**src/rtl/dino_pkg.sv**
```systemverilog
// Shared constants, type codes and obstacle hitbox table for the dino game judge.
package dino_pkg;

  localparam int DINO_X    = 40;
  localparam int DINO_W    = 20;
  localparam int DINO_H    = 22;
  localparam int GROUND_Y  = 200;
  localparam int GB        = GROUND_Y + DINO_H;
  localparam int SCORE_DIV = 4;
  localparam int DIV_W     = (SCORE_DIV > 1) ? $clog2(SCORE_DIV) : 1;

  typedef enum logic [2:0] {
    LOW_BIRD     = 3'd0,
    HIGH_BIRD    = 3'd1,
    SMALL_CACTUS = 3'd2,
    MANY_CACTUS  = 3'd3,
    BIG_CACTUS   = 3'd4,
    NOTHING      = 3'd5
  } obj_type_t;

  typedef enum logic [1:0] {
    ST_IDLE = 2'd0,
    ST_RUN  = 2'd1,
    ST_OVER = 2'd2
  } game_state_t;

  // Vertical extents are stored as distances above the ground line GB.
  typedef struct packed {
    logic       valid;
    logic [9:0] w;
    logic [9:0] top_off;
    logic [9:0] bot_off;
  } hitbox_t;

  function automatic hitbox_t hitbox_of(input logic [2:0] t);
    hitbox_t hb;
    hb = '0;
    case (obj_type_t'(t))
      SMALL_CACTUS: hb = '{valid: 1'b1, w: 10'd10, top_off: 10'd20, bot_off: 10'd0};
      MANY_CACTUS:  hb = '{valid: 1'b1, w: 10'd26, top_off: 10'd20, bot_off: 10'd0};
      BIG_CACTUS:   hb = '{valid: 1'b1, w: 10'd14, top_off: 10'd30, bot_off: 10'd0};
      LOW_BIRD:     hb = '{valid: 1'b1, w: 10'd20, top_off: 10'd30, bot_off: 10'd14};
      HIGH_BIRD:    hb = '{valid: 1'b1, w: 10'd20, top_off: 10'd50, bot_off: 10'd34};
      default:      hb = '0;
    endcase
    return hb;
  endfunction

endpackage

```
**src/rtl/dino_box_overlap.sv**
```systemverilog
// Combinational test of the dino hitbox against one obstacle slot.
module dino_box_overlap
  import dino_pkg::*;
(
  input  logic [8:0] dino_pos,
  input  logic [8:0] pos,
  input  logic [2:0] obj_type,
  input  logic       en,
  output logic       hit
);

  hitbox_t    hb;
  logic [9:0] dino_top, dino_bot, obj_l, obj_r, box_top, box_bot;
  logic       x_ovl, y_ovl;

  // 10-bit sums so a low dino or a right-edge obstacle cannot wrap.
  assign hb       = hitbox_of(obj_type);
  assign dino_top = {1'b0, dino_pos};
  assign dino_bot = dino_top + 10'(DINO_H);
  assign obj_l    = {1'b0, pos};
  assign obj_r    = obj_l + hb.w;
  assign box_top  = 10'(GB) - hb.top_off;
  assign box_bot  = 10'(GB) - hb.bot_off;

  assign x_ovl = (obj_l < 10'(DINO_X + DINO_W)) && (obj_r > 10'(DINO_X));
  assign y_ovl = (dino_top < box_bot) && (dino_bot > box_top);
  assign hit   = en && hb.valid && x_ovl && y_ovl;

endmodule

```
**src/rtl/dino_hit_judge.sv**
```systemverilog
// Game FSM, round-robin collision scan and BCD score for the dino game.
// Define DINO_HIGH_SCORE_EN to keep a high score across restarts.
module dino_hit_judge
  import dino_pkg::*;
(
  input  logic        game_clk,
  input  logic        rst,
  input  logic        start,
  input  logic [8:0]  dino_pos,
  input  logic [8:0]  danger_pos1,
  input  logic [8:0]  danger_pos2,
  input  logic [8:0]  danger_pos3,
  input  logic [2:0]  danger_type1,
  input  logic [2:0]  danger_type2,
  input  logic [2:0]  danger_type3,
  input  logic        danger_en1,
  input  logic        danger_en2,
  input  logic        danger_en3,
  output logic        run_en,
  output logic        game_over,
  output logic [1:0]  game_state,
  output logic [1:0]  hit_slot,
  output logic [15:0] score,
  output logic [15:0] high_score
);

  game_state_t      state, next_state;
  logic [1:0]       scan_idx;
  logic [DIV_W-1:0] div_cnt;
  logic [8:0]       sel_pos;
  logic [2:0]       sel_type;
  logic             sel_en;
  logic             slot_hit;
  logic             start_run;
  logic [15:0]      score_inc;
  logic             inc_carry;

  // NOTE: every always_comb output gets a default first so no path leaves it unassigned (no latch).
  always_comb begin
    sel_pos  = danger_pos1;
    sel_type = danger_type1;
    sel_en   = danger_en1;
    case (scan_idx)
      2'd1: begin
        sel_pos  = danger_pos2;
        sel_type = danger_type2;
        sel_en   = danger_en2;
      end
      2'd2: begin
        sel_pos  = danger_pos3;
        sel_type = danger_type3;
        sel_en   = danger_en3;
      end
      default: ;
    endcase
  end

  dino_box_overlap u_overlap (
    .dino_pos (dino_pos),
    .pos      (sel_pos),
    .obj_type (sel_type),
    .en       (sel_en),
    .hit      (slot_hit)
  );

  // NOTE: state registers use non-blocking assignments so all flops sample pre-edge values.
  always_ff @(posedge game_clk or posedge rst) begin
    if (rst) state <= ST_IDLE;
    else     state <= next_state;
  end

  always_comb begin
    next_state = state;
    case (state)
      ST_IDLE: if (start)    next_state = ST_RUN;
      ST_RUN:  if (slot_hit) next_state = ST_OVER;
      ST_OVER: if (start)    next_state = ST_RUN;
      default:               next_state = ST_IDLE;
    endcase
  end

  always_comb begin
    run_en     = (state == ST_RUN);
    game_over  = (state == ST_OVER);
    game_state = state;
  end

  assign start_run = start && (state != ST_RUN);

  // Ripple BCD increment, held at 9999.
  always_comb begin
    score_inc = score;
    inc_carry = (score != 16'h9999);
    for (int d = 0; d < 4; d++) begin
      if (inc_carry) begin
        if (score[d*4 +: 4] == 4'd9) begin
          score_inc[d*4 +: 4] = 4'd0;
        end else begin
          score_inc[d*4 +: 4] = score[d*4 +: 4] + 4'd1;
          inc_carry           = 1'b0;
        end
      end
    end
  end

  // A hit freezes scan, divider and score on the edge that enters OVER.
  always_ff @(posedge game_clk or posedge rst) begin
    if (rst) begin
      scan_idx <= 2'd0;
      div_cnt  <= '0;
      score    <= 16'h0000;
      hit_slot <= 2'd3;
    end else if (start_run) begin
      scan_idx <= 2'd0;
      div_cnt  <= '0;
      score    <= 16'h0000;
      hit_slot <= 2'd3;
    end else if (state == ST_RUN) begin
      if (slot_hit) begin
        hit_slot <= scan_idx;
      end else begin
        scan_idx <= (scan_idx == 2'd2) ? 2'd0 : scan_idx + 2'd1;
        if (div_cnt == DIV_W'(SCORE_DIV - 1)) begin
          div_cnt <= '0;
          score   <= score_inc;
        end else begin
          div_cnt <= div_cnt + DIV_W'(1);
        end
      end
    end
  end

`ifdef DINO_HIGH_SCORE_EN
  logic [15:0] high_q;

  // BCD codes order the same as their decimal values, so a plain compare works.
  always_ff @(posedge game_clk or posedge rst) begin
    if (rst)                                                  high_q <= 16'h0000;
    else if ((state == ST_RUN) && slot_hit && (score > high_q)) high_q <= score;
  end

  assign high_score = high_q;
`else
  assign high_score = 16'h0000;
`endif

endmodule

```
**config.mk**
```make
export PLATFORM = sky130hd
export DESIGN_NAME = dino_hit_judge
export DESIGN_NICKNAME = d
export VERILOG_FILES = /design/src/rtl/dino_pkg.sv /design/src/rtl/dino_box_overlap.sv /design/src/rtl/dino_hit_judge.sv
export SDC_FILE = /design/constraint.sdc
export NUM_CORES = 1
export LEC_CHECK = 0
export CORE_UTILIZATION = 45
export CTS_CLUSTER_SIZE = 25
export DETAILED_ROUTE_END_ITERATION = 10
export HOLD_SLACK_MARGIN = 0.12
export PLACE_DENSITY = 0.79
export SLEW_MARGIN = 20
export SYNTH_ARGS = -nofsm -noshare
export SYNTH_HDL_FRONTEND = slang
export SYNTH_SLANG_ARGS = --single-unit
```
**constraint.sdc**
```tcl
create_clock -name game_clk -period 5.2 [get_ports game_clk]
set_input_delay 1.04 -clock game_clk [delete_from_list [all_inputs] [get_ports game_clk]]
set_output_delay 1.04 -clock game_clk [all_outputs]
set_load 0.05 [all_outputs]
```
[After elaboration in Yosys (flattened, before gate mapping)]
Cells that the tools add are included.
Word-level totals
  bits of input ports: 51
  bits in registers: 24
Cells by class
  equality and inequality tests: 18
  reductions and logical operators: 23
  order comparisons: 4
  add/sub/neg operators: 10
  multiplexer cells: 36
Operators with widths (number)
  31-bit one-hot mux with 5 select lines: 1
  16-bit two-way mux: 4
  4-bit two-way mux: 8
  2-bit two-way mux: 13
  8-bit by 10-bit subtractor with 10-bit output, first input constant: 2
  9-bit one-hot mux with 2 select lines: 1
  4-bit by 1-bit adder with 4-bit output, second input constant: 4
  4-bit equality test, second input constant: 4
  16-bit != test, second input constant: 1
  4-bit AND reduction: 4
  2-bit nonzero test: 7
  9-bit by 10-bit adder with 10-bit output: 1
  9-bit by 5-bit adder with 10-bit output, second input constant: 1
  10-bit greater-than comparator: 1
  10-bit by 6-bit greater-than comparator with 1-bit output, second input constant: 1
  9-bit by 10-bit < comparator with 1-bit output: 1
  9-bit by 6-bit < comparator with 1-bit output, second input constant: 1
  2-bit by 1-bit != test with 1-bit output, second input constant: 4
  2-bit equality test, second input constant: 3
  3-bit by 2-bit equality test with 1-bit output, second input constant: 2
  1-bit logical AND: 6
  1-bit two-way mux: 6
  3-bit one-hot mux with 2 select lines: 1
  2-bit AND reduction: 3
  9 further kinds: 11

[Logic depth before layout (Yosys ltp)]
Gate-level depths: netlist (run 1).
  word-level depth: 12
  mapped depth: 21
  gate-level depth less buffers: 17

[By module]
From an unflattened synthesis (run 1), not the netlist that was laid out.
Second synthesis, totals
  cells, all modules: 308
  area, all modules: 2529.9 sq um
By module, submodules not included
  dino_hit_judge: instances 1, cells an instance 194, area an instance 1722.9 sq um
  dino_box_overlap: instances 1, cells an instance 114, area an instance 807.0 sq um

[Least setup slack after synthesis (run 1)]
No wires, ideal clock.
  path type: input-to-reg
  start point: in danger_type2[2]
  end point: reg score[12]
  arrival: 4.124 ns
  library setup time: 0.078 ns
  path slack: 0.998 ns
  stages on the path: 15
  path through: a22oi_1 > a21o_1 > buf_6 > nor3_4 > o21ai_0 > fa_1 > clkbuf_1 > or4_1 > o2111ai_1 > o221ai_2 > o21ai_2 > a21oi_2 > buf_6 > or4_1 > a21oi_1
On the way
  word-level cells in the longest chain between the ends: 10
Ends and longest elaborated chain
  from (decl): RTL line dino_hit_judge.sv:14  | input logic [2:0] danger_type2,
  3-bit one-hot mux with 2 select lines *: RTL line dino_hit_judge.sv:43  | case (scan_idx)
  3-bit by 1-bit equality test with 1-bit output (tied with other cells): RTL line dino_pkg.sv:38  | case (obj_type_t'(t))
  31-bit one-hot mux with 5 select lines *: RTL line dino_pkg.sv:38
  9-bit by 10-bit adder with 10-bit output: RTL line dino_box_overlap.sv:21  | assign obj_r = obj_l + hb.w;
  10-bit by 6-bit greater-than comparator with 1-bit output: RTL line dino_box_overlap.sv:25  | assign x_ovl = (obj_l < 10'(DINO_X + DINO_W)) && (obj_r > 10'(DINO_X));
  1-bit logical AND: RTL line dino_box_overlap.sv:25
  1-bit logical AND: RTL line dino_box_overlap.sv:27  | assign hit = en && hb.valid && x_ovl && y_ovl;
  1-bit logical AND *: RTL line dino_box_overlap.sv:27
  2-bit by 1-bit != test with 1-bit output (no source line) *
  4-bit AND reduction (no source line) *
  to (signal assigned): RTL line dino_hit_judge.sv:125  | score <= score_inc;
  to (decl): RTL line dino_hit_judge.sv:23  | output logic [15:0] score,
Mark *: on every way between the ends. The rest lies on a longest branch, timed or not.
A chain may end at the register's enable or synchronous reset.

[Final worst setup path (run 1)]
  start point: reg scan_idx[0]
  end point: reg score[12]
On the way
  word-level cells in the longest chain between the ends: 11
Ends and longest elaborated chain
  from (decl): RTL line dino_hit_judge.sv:28  | logic [1:0] scan_idx;
  from (signal assigned): RTL line dino_hit_judge.sv:122  | scan_idx <= (scan_idx == 2'd2) ? 2'd0 : scan_idx + 2'd1;
  2-bit equality test or 2-bit by 1-bit equality test with 1-bit output (tied branches): RTL line dino_hit_judge.sv:43
  3-bit one-hot mux with 2 select lines: RTL line dino_hit_judge.sv:43
  3-bit by 1-bit equality test with 1-bit output (tied with other cells): RTL line dino_pkg.sv:38
  31-bit one-hot mux with 5 select lines: RTL line dino_pkg.sv:38
  9-bit by 10-bit adder with 10-bit output: RTL line dino_box_overlap.sv:21
  10-bit by 6-bit greater-than comparator with 1-bit output: RTL line dino_box_overlap.sv:25
  1-bit logical AND: RTL line dino_box_overlap.sv:25
  1-bit logical AND: RTL line dino_box_overlap.sv:27
  1-bit logical AND *: RTL line dino_box_overlap.sv:27
  2-bit by 1-bit != test with 1-bit output (no source line) *
  4-bit AND reduction (no source line) *
Marks and branches as above.

==> results.json, run 1 <==
{
  "wl_per_cell_um": 15.6,
  "min_path_type": "reg -> reg",
  "via_per_inst": 5.76,
  "clkLatencyLatePin_ps": 280,
  "ys_seq_area_frac": 0.222,
  "critPathBufInv": 5,
  "yosys-top-cells-count": "nor2_1, ha_1, o21ai_0",
  "endpoint_kind": "flip-flop",
  "initialDrtViolationCount": 226,
  "crit_path_start_kind": "flip-flop",
  "num_rows": 27,
  "p_comb_frac": 0.815,
  "grt_pass1_vias": 2684,
  "diodes": 0,
  "first_pass_iters": 4,
  "synth_ff_type": "dfrtp_1",
  "max_stage_delay_ps": 670,
  "slowest_stage": "ha_1",
  "clk_pin_slew_worst_paths_ps": 90,
  "async_reset_ff_frac": 1.00,
  "cap_violations": 0,
  "place_congestion": 0.872,
  "post-route-period-util": 0.899,
  "cp_max_fo": 17,
  "num_vias": 2804,
  "hold_viol_final": 0,
  "fin_worst_skew_ps": 7.55,
  "critPathTopFamily": "compound AO/OA/AOI/OAI gates",
  "min_period_ps": 4680,
  "netlist.area_leader.share": 0.202,
  "drc": 0,
  "final_core_util": 0.618,
  "grt_setup_unrepaired": "no",
  "max_freq_mhz": 214,
  "initial_core_util": 0.479,
  "worstSetupPathType": "reg -> reg",
  "crit_chain": "inv_1 > ha_1 > buf_4 > inv_1 > a221o_1 > o21ai_0 > inv_1 > ha_1 > o21ai_0 > a21oi_1 > or3_1 > o2111a_1 > nor3_1 > o211a_1 > a21oi_2 > buf_4 > or4_1 > a21oi_1",
  "clk_path_buf_depth": 2,
  "n_fill_cell": 519,
  "powerDensity_nw_per_um2": 683,
  "die_area_um2": 6360,
  "outcome": "completed",
  "p_clk_frac": 0.055,
  "yosys.area.top_type": "dfrtp_1",
  "ys_types": 61,
  "cts_made_buffers": 3,
  "placeableCoreArea_um2": 5680,
  "setup_viol": 0,
  "critical_path_required_ps": 5410,
  "ys_top_cells_by_area": "dfrtp_1, ha_1, nor2_1",
  "seqPwrFrac": 0.129,
  "tightest_slew_ps": 878,
  "overflow": 0,
  "io_pins": 89,
  "worst_path_most_repeated_cell": "inv_1",
  "p_leak_nw": 1.50,
  "yosys_warnings": 0,
  "slew_viol_final": 0,
  "cts_root_buffer": "clkbuf_8",
  "swShare": 0.557,
  "cp_data_arrival_time_ps": 4880,
  "synth_most_common_cell": "nor2_1",
  "post_cts_buffers": 0,
  "antenna_found_initial": 0,
  "synth_area_um2": 2720,
  "relSlewSlack": 0.411,
  "p_switching_mw": 1.34,
  "grt_max_degree": 25,
  "timing.setup.tns_ps": 0,
  "area_growth_pct": 29.1,
  "internal_power_mw": 1.06,
  "syn_inst": 342,
  "dp_hpwl_mm": 6.00,
  "cts_hold_buf": 0,
  "routed_wirelength_mm": 7.58,
  "die_y_um": 79.7,
  "multiInputGateArea_um2": 1870,
  "die_w_um": 79.7,
  "avgSynthCellArea_um2": 7.95,
  "ant_nets": 0,
  "h-tree-depth": 1,
  "grt_pass1_wl_mm": 12.2,
  "peakVddDrop_mv": 0.438,
  "seq_area_um2": 603,
  "drive_gt1_frac": 0.0747,
  "synth_edf_count": 0,
  "clock-sinks": 24,
  "track_usage": 0.242,
  "cts-resized-gates": 0,
  "worst_hold_slack_ps": 493,
  "nets": 494,
  "cts_tree": "done",
  "ys_seq_elements": 24,
  "portBuffers": 72
}
final timing paths:
check                                         end                     from  cells after the start  slack, ps
max reg2reg                 score[12]$_DFFE_PP0P_  scan_idx[0]$_DFFE_PP0P_                     18        520
min in group asynchronous    score[9]$_DFFE_PP0P_                      rst                      2       1140
max in group asynchronous  div_cnt[1]$_DFFE_PP0P_                      rst                      2       3640
min reg2reg                div_cnt[0]$_DFFE_PP0P_   div_cnt[0]$_DFFE_PP0P_                      1        490
min                        div_cnt[0]$_DFFE_PP0P_   div_cnt[0]$_DFFE_PP0P_                      1        490
max                         score[12]$_DFFE_PP0P_  scan_idx[0]$_DFFE_PP0P_                     18        520
logic make-up (layout without fill, tap and decap cells):
kind of cell | Yosys count | in the layout | synth area share
mux | 7 | 7 | 0.0276
compound gates | 108 | 108 | 0.277
other cells | 1 | 16 | 0.00138
buf+inv | 52 | 110 | 0.112
simple gates | 117 | 117 | 0.214
flops | 24 | 24 | 0.222
xor+xnor | 6 | 6 | 0.0193
fa+ha+maj | 27 | 27 | 0.127
sequential cells by signal, indices dropped and copies added, names as in the netlist:
register / count
div_cnt: 2
score: 16
game_state: 2
hit_slot: 2
scan_idx: 2
worst register-to-register path, stage by stage (launching register included):
cell,delay [ps]
dfrtp_1,380
inv_1,100
ha_1,670
buf_4,310
inv_1,70
a221o_1,260
o21ai_0,190
inv_1,140
ha_1,320
o21ai_0,70
a21oi_1,100
or3_1,380
o2111a_1,160
nor3_1,260
o211a_1,240
a21oi_2,90
buf_4,190
or4_1,510
a21oi_1,150
routing by layer:
layer	global-route usage	vias to the layer above	routed length [µm]
met1	0.338	1322	3640
li1	-	1387	-
met3	0.0491	6	476
met5	0	-	0
met2	0.385	89	3410
met4	0.0500	0	44
final cells by class:
class	count	share of cell area
clock buffers	4	0.0157
multi-input cells	281	0.532
inverters	22	0.0235
flip-flops and latches	24	0.172
repair buffers	84	0.231
well taps	72	0.0257
power groups by stage:
stage | registers (mW) | logic (mW) | clock network [mW]
6_report | 0.310 | 1.95 | 0.132
4_1_cts | 0.310 | 1.94 | 0.133
2_1_floorplan | 0.446 | 1.30 | 0
3_3_place_gp | 0.311 | 1.94 | 0
5_1_grt | 0.318 | 2.15 | 0.143
3_5_place_dp | 0.313 | 1.93 | 0
layout by cell type (no fill, tap or decap), drive strengths merged, types with 16 or more instances in the layout:
cell,n
inv,20
nand2,20
dfrtp,22
a21oi,24
ha,26
o21ai,25
nand3,19
clkdlybuf4s50,72
conb,16
nor2,40
through the flow:
step                      setup slack [ps]  area, µm²  instances  total power [mW]
after global placement                 400       3450        483              2.25
after global routing                   226       3510        487              2.61
after floorplan                        998       2780        357              1.75
final                                  524       3510        487              2.40
after detailed placement               333       3450        483              2.24
after CTS                              572       3510        487              2.39
Note: power is estimated with default switching activity, not from simulation.
==> inputs of run 2 (changes only) <==
--- a/config.mk
+++ b/config.mk
@@ -5,7 +5,7 @@
 export SDC_FILE = /design/constraint.sdc
 export NUM_CORES = 1
 export LEC_CHECK = 0
-export CORE_UTILIZATION = 45
+export CORE_UTILIZATION = 43
 export CTS_CLUSTER_SIZE = 25
 export DETAILED_ROUTE_END_ITERATION = 10
 export HOLD_SLACK_MARGIN = 0.12
==> constraint.sdc (replaced) <==
create_clock -name game_clk -period 3.9 [get_ports game_clk]
set_input_delay 0.78 -clock game_clk [delete_from_list [all_inputs] [get_ports game_clk]]
set_output_delay 0.78 -clock game_clk [all_outputs]
set_load 0.05 [all_outputs]
==> run 2 against run 1 <==
Compared with the run above:
- global-route usage is 2.6 points higher
- non-clock buffer count rose by 64
- combinational power up 110%
- power up 95%
- critical path type is now in -> reg
- critical endpoint is now score[13]$_DFFE_PP0P_
- highest routed layer unchanged
==> results.json, run 2 (synthesis results as in run 1) <==
{
  "slew_viol_final": 0,
  "internal_power_mw": 2.36,
  "routed_wirelength_mm": 9.35,
  "worstSetupPathType": "in -> reg",
  "largest_reg_flops": 16,
  "placeableCoreArea_um2": 6030,
  "seqPwrFrac": 0.092,
  "cts_tree": "done",
  "crit_path_start_kind": "input pin",
  "max_freq_mhz": 260,
  "initialDrtViolationCount": 254,
  "initial_core_util": 0.451,
  "die_w_um": 81.5,
  "tightest_slew_ps": 935,
  "regMostFlops": "score",
  "min_period_ps": 3850,
  "cp_data_arrival_time_ps": 4050,
  "wl_met2_mm": 4.68,
  "clock-sinks": 24,
  "dp_slack_ps": -636,
  "swShare": 0.494,
  "die_area_um2": 6640,
  "final_cell_mix": "clkdlybuf4s50_1, buf_4, nor2_1",
  "nets": 558,
  "h-tree-depth": 1,
  "critPathTopFamily": "compound AO/OA/AOI/OAI gates",
  "critical_path_required_ps": 4100,
  "outcome": "completed",
  "grt_setup_unrepaired": "yes",
  "crit_chain": "clkdlybuf4s15_1 > a22oi_4 > buf_6 > a21oi_4 > buf_6 > nor3_4 > o21ai_2 > fa_2 > buf_6 > buf_6 > a21boi_1 > o32a_1 > o21ai_2 > a21oi_4 > buf_6 > or4_4 > a21oi_2",
  "critPathBufInv": 6,
  "overflow": 0,
  "drive_gt1_frac": 0.309,
  "die_y_um": 81.5,
  "dp_hpwl_mm": 6.46,
  "grt_max_degree": 25,
  "wl_per_cell_um": 16.9,
  "num_rows": 28,
  "clk_path_buf_depth": 2,
  "cts_made_buffers": 3,
  "track_usage": 0.268,
  "grt_pass1_wl_mm": 13.9,
  "multiInputGateArea_um2": 2180,
  "wl_met1_mm": 3.90,
  "seq_area_um2": 604,
  "place_congestion": 0.955,
  "cts_hold_buf": 0,
  "min_path_type": "reg -> reg",
  "placedCellCount": 534,
  "hold_viol_final": 0,
  "area_growth_pct": 61.4,
  "setup_viol": 0,
  "antenna_found_initial": 0,
  "cts_root_buffer": "clkbuf_8",
  "placed_area_um2": 3820,
  "clkLatencyLatePin_ps": 270,
  "endpoint_kind": "flip-flop",
  "grt_pass1_vias": 3013,
  "io_pins": 89,
  "relSlewSlack": 0.376,
  "fin_worst_skew_ps": 9.28,
  "peakVddDrop_mv": 0.882,
  "fin_ws_ps": 49.8,
  "cap_violations": 0,
  "met3_length_um": 602,
  "final_core_util": 0.728,
  "p_clk_frac": 0.047,
  "p_comb_frac": 0.861,
  "portBuffers": 72,
  "p_leak_nw": 1.91,
  "top_layer": "met4",
  "n_fill_cell": 450,
  "clk_pin_slew_worst_paths_ps": 90,
  "drc": 0,
  "via_per_inst": 5.74,
  "post-route-period-util": 0.987,
  "worst_path_most_repeated_cell": "buf_6",
  "ant_nets": 0,
  "instances_no_fill": 554,
  "layout_commonest_cell": "clkdlybuf4s50_1",
  "powerDensity_nw_per_um2": 1060,
  "slowest_stage": "or4_4",
  "first_pass_iters": 4,
  "cp_max_fo": 7,
  "worst_hold_slack_ps": 529,
  "diodes": 0,
  "final_area_um2": 4390,
  "num_vias": 3181,
  "p_switching_mw": 2.30,
  "max_stage_delay_ps": 510
}
[run 2: metal layers]
layer,track usage,vias to the layer above
li1,-,1504
met1,0.343,1518
met2,0.485,139
met3,0.0267,20
met4,0.0518,0
met5,0,-
[run 2: what timing repair did]
action | CTS | global route
pin swaps | 34 | 32
buffers inserted | 10 | 6
gates resized for setup | 62 | 46
setup endpoints to repair | 24 | 23
[run 2: path summary, 6_finish.rpt]
kind | from | endpoint | slack (ps) | cells past startpoint
worst min register to register | div_cnt[0]$_DFFE_PP0P_ | div_cnt[0]$_DFFE_PP0P_ | 530 | 1
worst min-delay path | div_cnt[0]$_DFFE_PP0P_ | div_cnt[0]$_DFFE_PP0P_ | 530 | 1
worst max register to register | scan_idx[0]$_DFFE_PP0P_ | score[1]$_DFFE_PP0P_ | 80 | 18
max in group asynchronous | rst | scan_idx[0]$_DFFE_PP0P_ | 2250 | 2
min in group asynchronous | rst | score[2]$_DFFE_PP0P_ | 1010 | 2
worst max-delay path | danger_type2[1] | score[13]$_DFFE_PP0P_ | 50 | 17
[run 2: metrics by stage]
stage / setup TNS, ps / power [mW]
floorplan: 0 / 2.35
finish: 0 / 4.66
detailed placement: -12180 / 3.47
CTS: 0 / 4.15
global placement: -12190 / 3.43
global route: -295 / 4.95
[run 2: power by group through the flow]
stage	Clock, mW	Sequential [mW]	Combinational [mW]
6_report	0.219	0.428	4.02
5_1_grt	0.231	0.438	4.28
4_1_cts	0.219	0.420	3.52
3_5_place_dp	0	0.419	3.05
3_3_place_gp	0	0.415	3.02
2_1_floorplan	0	0.595	1.75
[run 2: worst reg2reg max path: stages, from the launching register on]
cell,delay [ps]
dfrtp_2,460
inv_4,100
ha_4,240
buf_6,150
a21o_1,200
buf_4,140
buf_4,140
nor2_1,100
a21oi_1,50
ha_1,290
nor2b_1,140
o21ai_1,90
nand2b_1,100
a2111oi_2,70
o31a_1,240
or4_4,450
a21o_4,230
o22ai_4,210
mux2_4,320
[run 2: layout make-up]
type | instances | area share
Inverter | 22 | 0.0194
Clock buffer | 3 | 0.00941
Multi-Input combinational cell | 281 | 0.497
Clock inverter | 1 | 0.00684
Timing Repair Buffer | 148 | 0.309
Sequential cell | 24 | 0.138
Tap cell | 75 | 0.0214
==> inputs of run 3 (changes only) <==
--- a/config.mk
+++ b/config.mk
@@ -10,6 +10,7 @@
 export DETAILED_ROUTE_END_ITERATION = 10
 export HOLD_SLACK_MARGIN = 0.12
 export PLACE_DENSITY = 0.79
+export RECOVER_POWER = 25
 export SLEW_MARGIN = 20
 export SYNTH_ARGS = -nofsm -noshare
 export SYNTH_HDL_FRONTEND = slang
==> run 3 against run 2 <==
Compared with the run above:
- die area unchanged
- register-to-register slack about the same
- via count unchanged
- clock power about the same
- design area unchanged
- hold slack unchanged
- largest cell class unchanged
- sequential share of layout area unchanged
- first-iteration DRC count unchanged
- cell count unchanged
- combinational power about the same
- critical path depth unchanged
- clock-buffer cell count unchanged
==> results.json, run 3 (synthesis results as in run 1) <==
{
  "post-route-period-util": 0.987,
  "regToRegSetupSlack_ps": 80,
  "routed_wirelength_mm": 9.35,
  "critical_path_required_ps": 4100,
  "cp_max_fo": 7,
  "cts_tree": "done",
  "p_leak_nw": 1.91,
  "first_pass_iters": 4,
  "num_rows": 28,
  "endpoint_kind": "flip-flop",
  "worstSetupPathType": "in -> reg",
  "overflow": 0,
  "final_area_um2": 4390,
  "largest_reg_flops": 16,
  "grt_pass1_wl_mm": 13.9,
  "clk_pin_slew_worst_paths_ps": 90,
  "met3_length_um": 602,
  "top_layer": "met4",
  "r2r-start": "scan_idx[0]$_DFFE_PP0P_",
  "diodes": 0,
  "via_per_inst": 5.74,
  "grt_setup_unrepaired": "yes",
  "layout_commonest_cell": "clkdlybuf4s50_1",
  "num_vias": 3181,
  "antenna_found_initial": 0,
  "drive_gt1_frac": 0.309,
  "final_cell_mix": "clkdlybuf4s50_1, buf_4, nor2_1",
  "clkLatencyLatePin_ps": 270,
  "powerDensity_nw_per_um2": 1060,
  "fin_worst_skew_ps": 9.28,
  "setup_viol": 0,
  "wl_per_cell_um": 16.9,
  "relSlewSlack": 0.376,
  "drc": 0,
  "die_area_um2": 6640,
  "peakVddDrop_mv": 0.882,
  "crit_path_start_kind": "input pin",
  "dp_hpwl_mm": 6.46,
  "hold_depth": 1,
  "nets": 558,
  "place_congestion": 0.955,
  "die_w_um": 81.5,
  "placeableCoreArea_um2": 6030,
  "outcome": "completed",
  "min_path_type": "reg -> reg",
  "clk_path_buf_depth": 2,
  "track_usage": 0.268,
  "crit_start": "danger_type2[1]",
  "portBuffers": 72,
  "hold_viol_final": 0,
  "initialDrtViolationCount": 254,
  "cts_root_buffer": "clkbuf_8",
  "final_core_util": 0.728,
  "max_freq_mhz": 260,
  "area_growth_pct": 61.4,
  "tightest_slew_ps": 935,
  "grt_max_degree": 25,
  "wl_met2_mm": 4.68,
  "slew_viol_final": 0,
  "cts_made_buffers": 3,
  "cp_data_arrival_time_ps": 4050,
  "min_period_ps": 3850,
  "min-delay-start": "div_cnt[0]$_DFFE_PP0P_",
  "cap_violations": 0,
  "grt_pass1_vias": 3013,
  "clock-sinks": 24,
  "regMostFlops": "score",
  "wl_met1_mm": 3.90,
  "h-tree-depth": 1,
  "min_to": "div_cnt[0]$_DFFE_PP0P_",
  "reg2reg_depth": 18,
  "die_y_um": 81.5,
  "io_pins": 89,
  "crit-reg2reg-capture": "score[1]$_DFFE_PP0P_",
  "initial_core_util": 0.451,
  "placed_area_um2": 3820,
  "ant_nets": 0
}
run 3: cell count changes in the layout (fill, tap and decap cells not counted), sizes merged:
cell / delta
clkdlybuf4s50: -1
dlygate4sd3: +1
run 3: layout make-up:
class,instances,area [µm²]
Inverter,22,85.1
Clock buffer,3,41.3
Fill cell,450,1640
Clock inverter,1,30.0
Tap cell,75,93.8
Timing Repair Buffer,148,1350
Sequential cell,24,604
Multi-Input combinational cell,281,2180
run 3: critical path, stage by stage:
cell,delay (ps)
clkdlybuf4s15_1,220
a22oi_4,200
buf_6,120
a21oi_4,60
buf_6,130
nor3_4,190
o21ai_2,100
fa_2,390
buf_6,140
buf_6,100
a21boi_1,120
o32a_1,350
o21ai_2,210
a21oi_4,130
buf_6,150
or4_4,510
a21oi_2,150
run 3: metrics by stage:
step                cells  power (mW)  hold WS (ps)  setup WS [ps]  setup TNS (ps)
global placement      534        3.43           479           -624          -12190
finish                554        4.66           529           49.8               0
global route          554        4.95           547          -52.2            -295
floorplan             357        2.35           460           11.2               0
CTS                   548        4.15           523           4.16               0
detailed placement    534        3.47           494           -636          -12180
run 3: routing by layer:
layer | GRT usage | up-vias
met5 | 0 | -
met4 | 0.0518 | 0
met3 | 0.0267 | 20
met2 | 0.485 | 139
met1 | 0.343 | 1518
li1 | - | 1504
run 3: worst max path at each step:
stage | end | slack [ps] | cells past startpoint
4_1_cts | score[1]$_DFFE_PP0P_ | 4 | 18
3_5_place_dp | score[13]$_DFFE_PP0P_ | -640 | 15
6_report | score[13]$_DFFE_PP0P_ | 50 | 17
5_1_grt | scan_idx[1]$_DFFE_PP0P_ | -50 | 17
2_1_floorplan | score[12]$_DFFE_PP0P_ | 10 | 17
3_3_place_gp | score[15]$_DFFE_PP0P_ | -620 | 15
run 3: what timing repair did:
action | in CTS | in global routing
setup endpoints to repair | 24 | 23
hold buffers | 0 | 0
pin swaps | 34 | 32
gates cloned | 0 | 0
buffers inserted | 10 | 6
gates resized for setup | 62 | 46
run 3: where the power goes:
group / total, mW / switching (mW) / internal, mW
Combinational: 4.02 / 2.13 / 1.89
Sequential: 0.428 / 0.0952 / 0.332
Clock: 0.219 / 0.0821 / 0.137
Total: 4.66 / 2.30 / 2.36
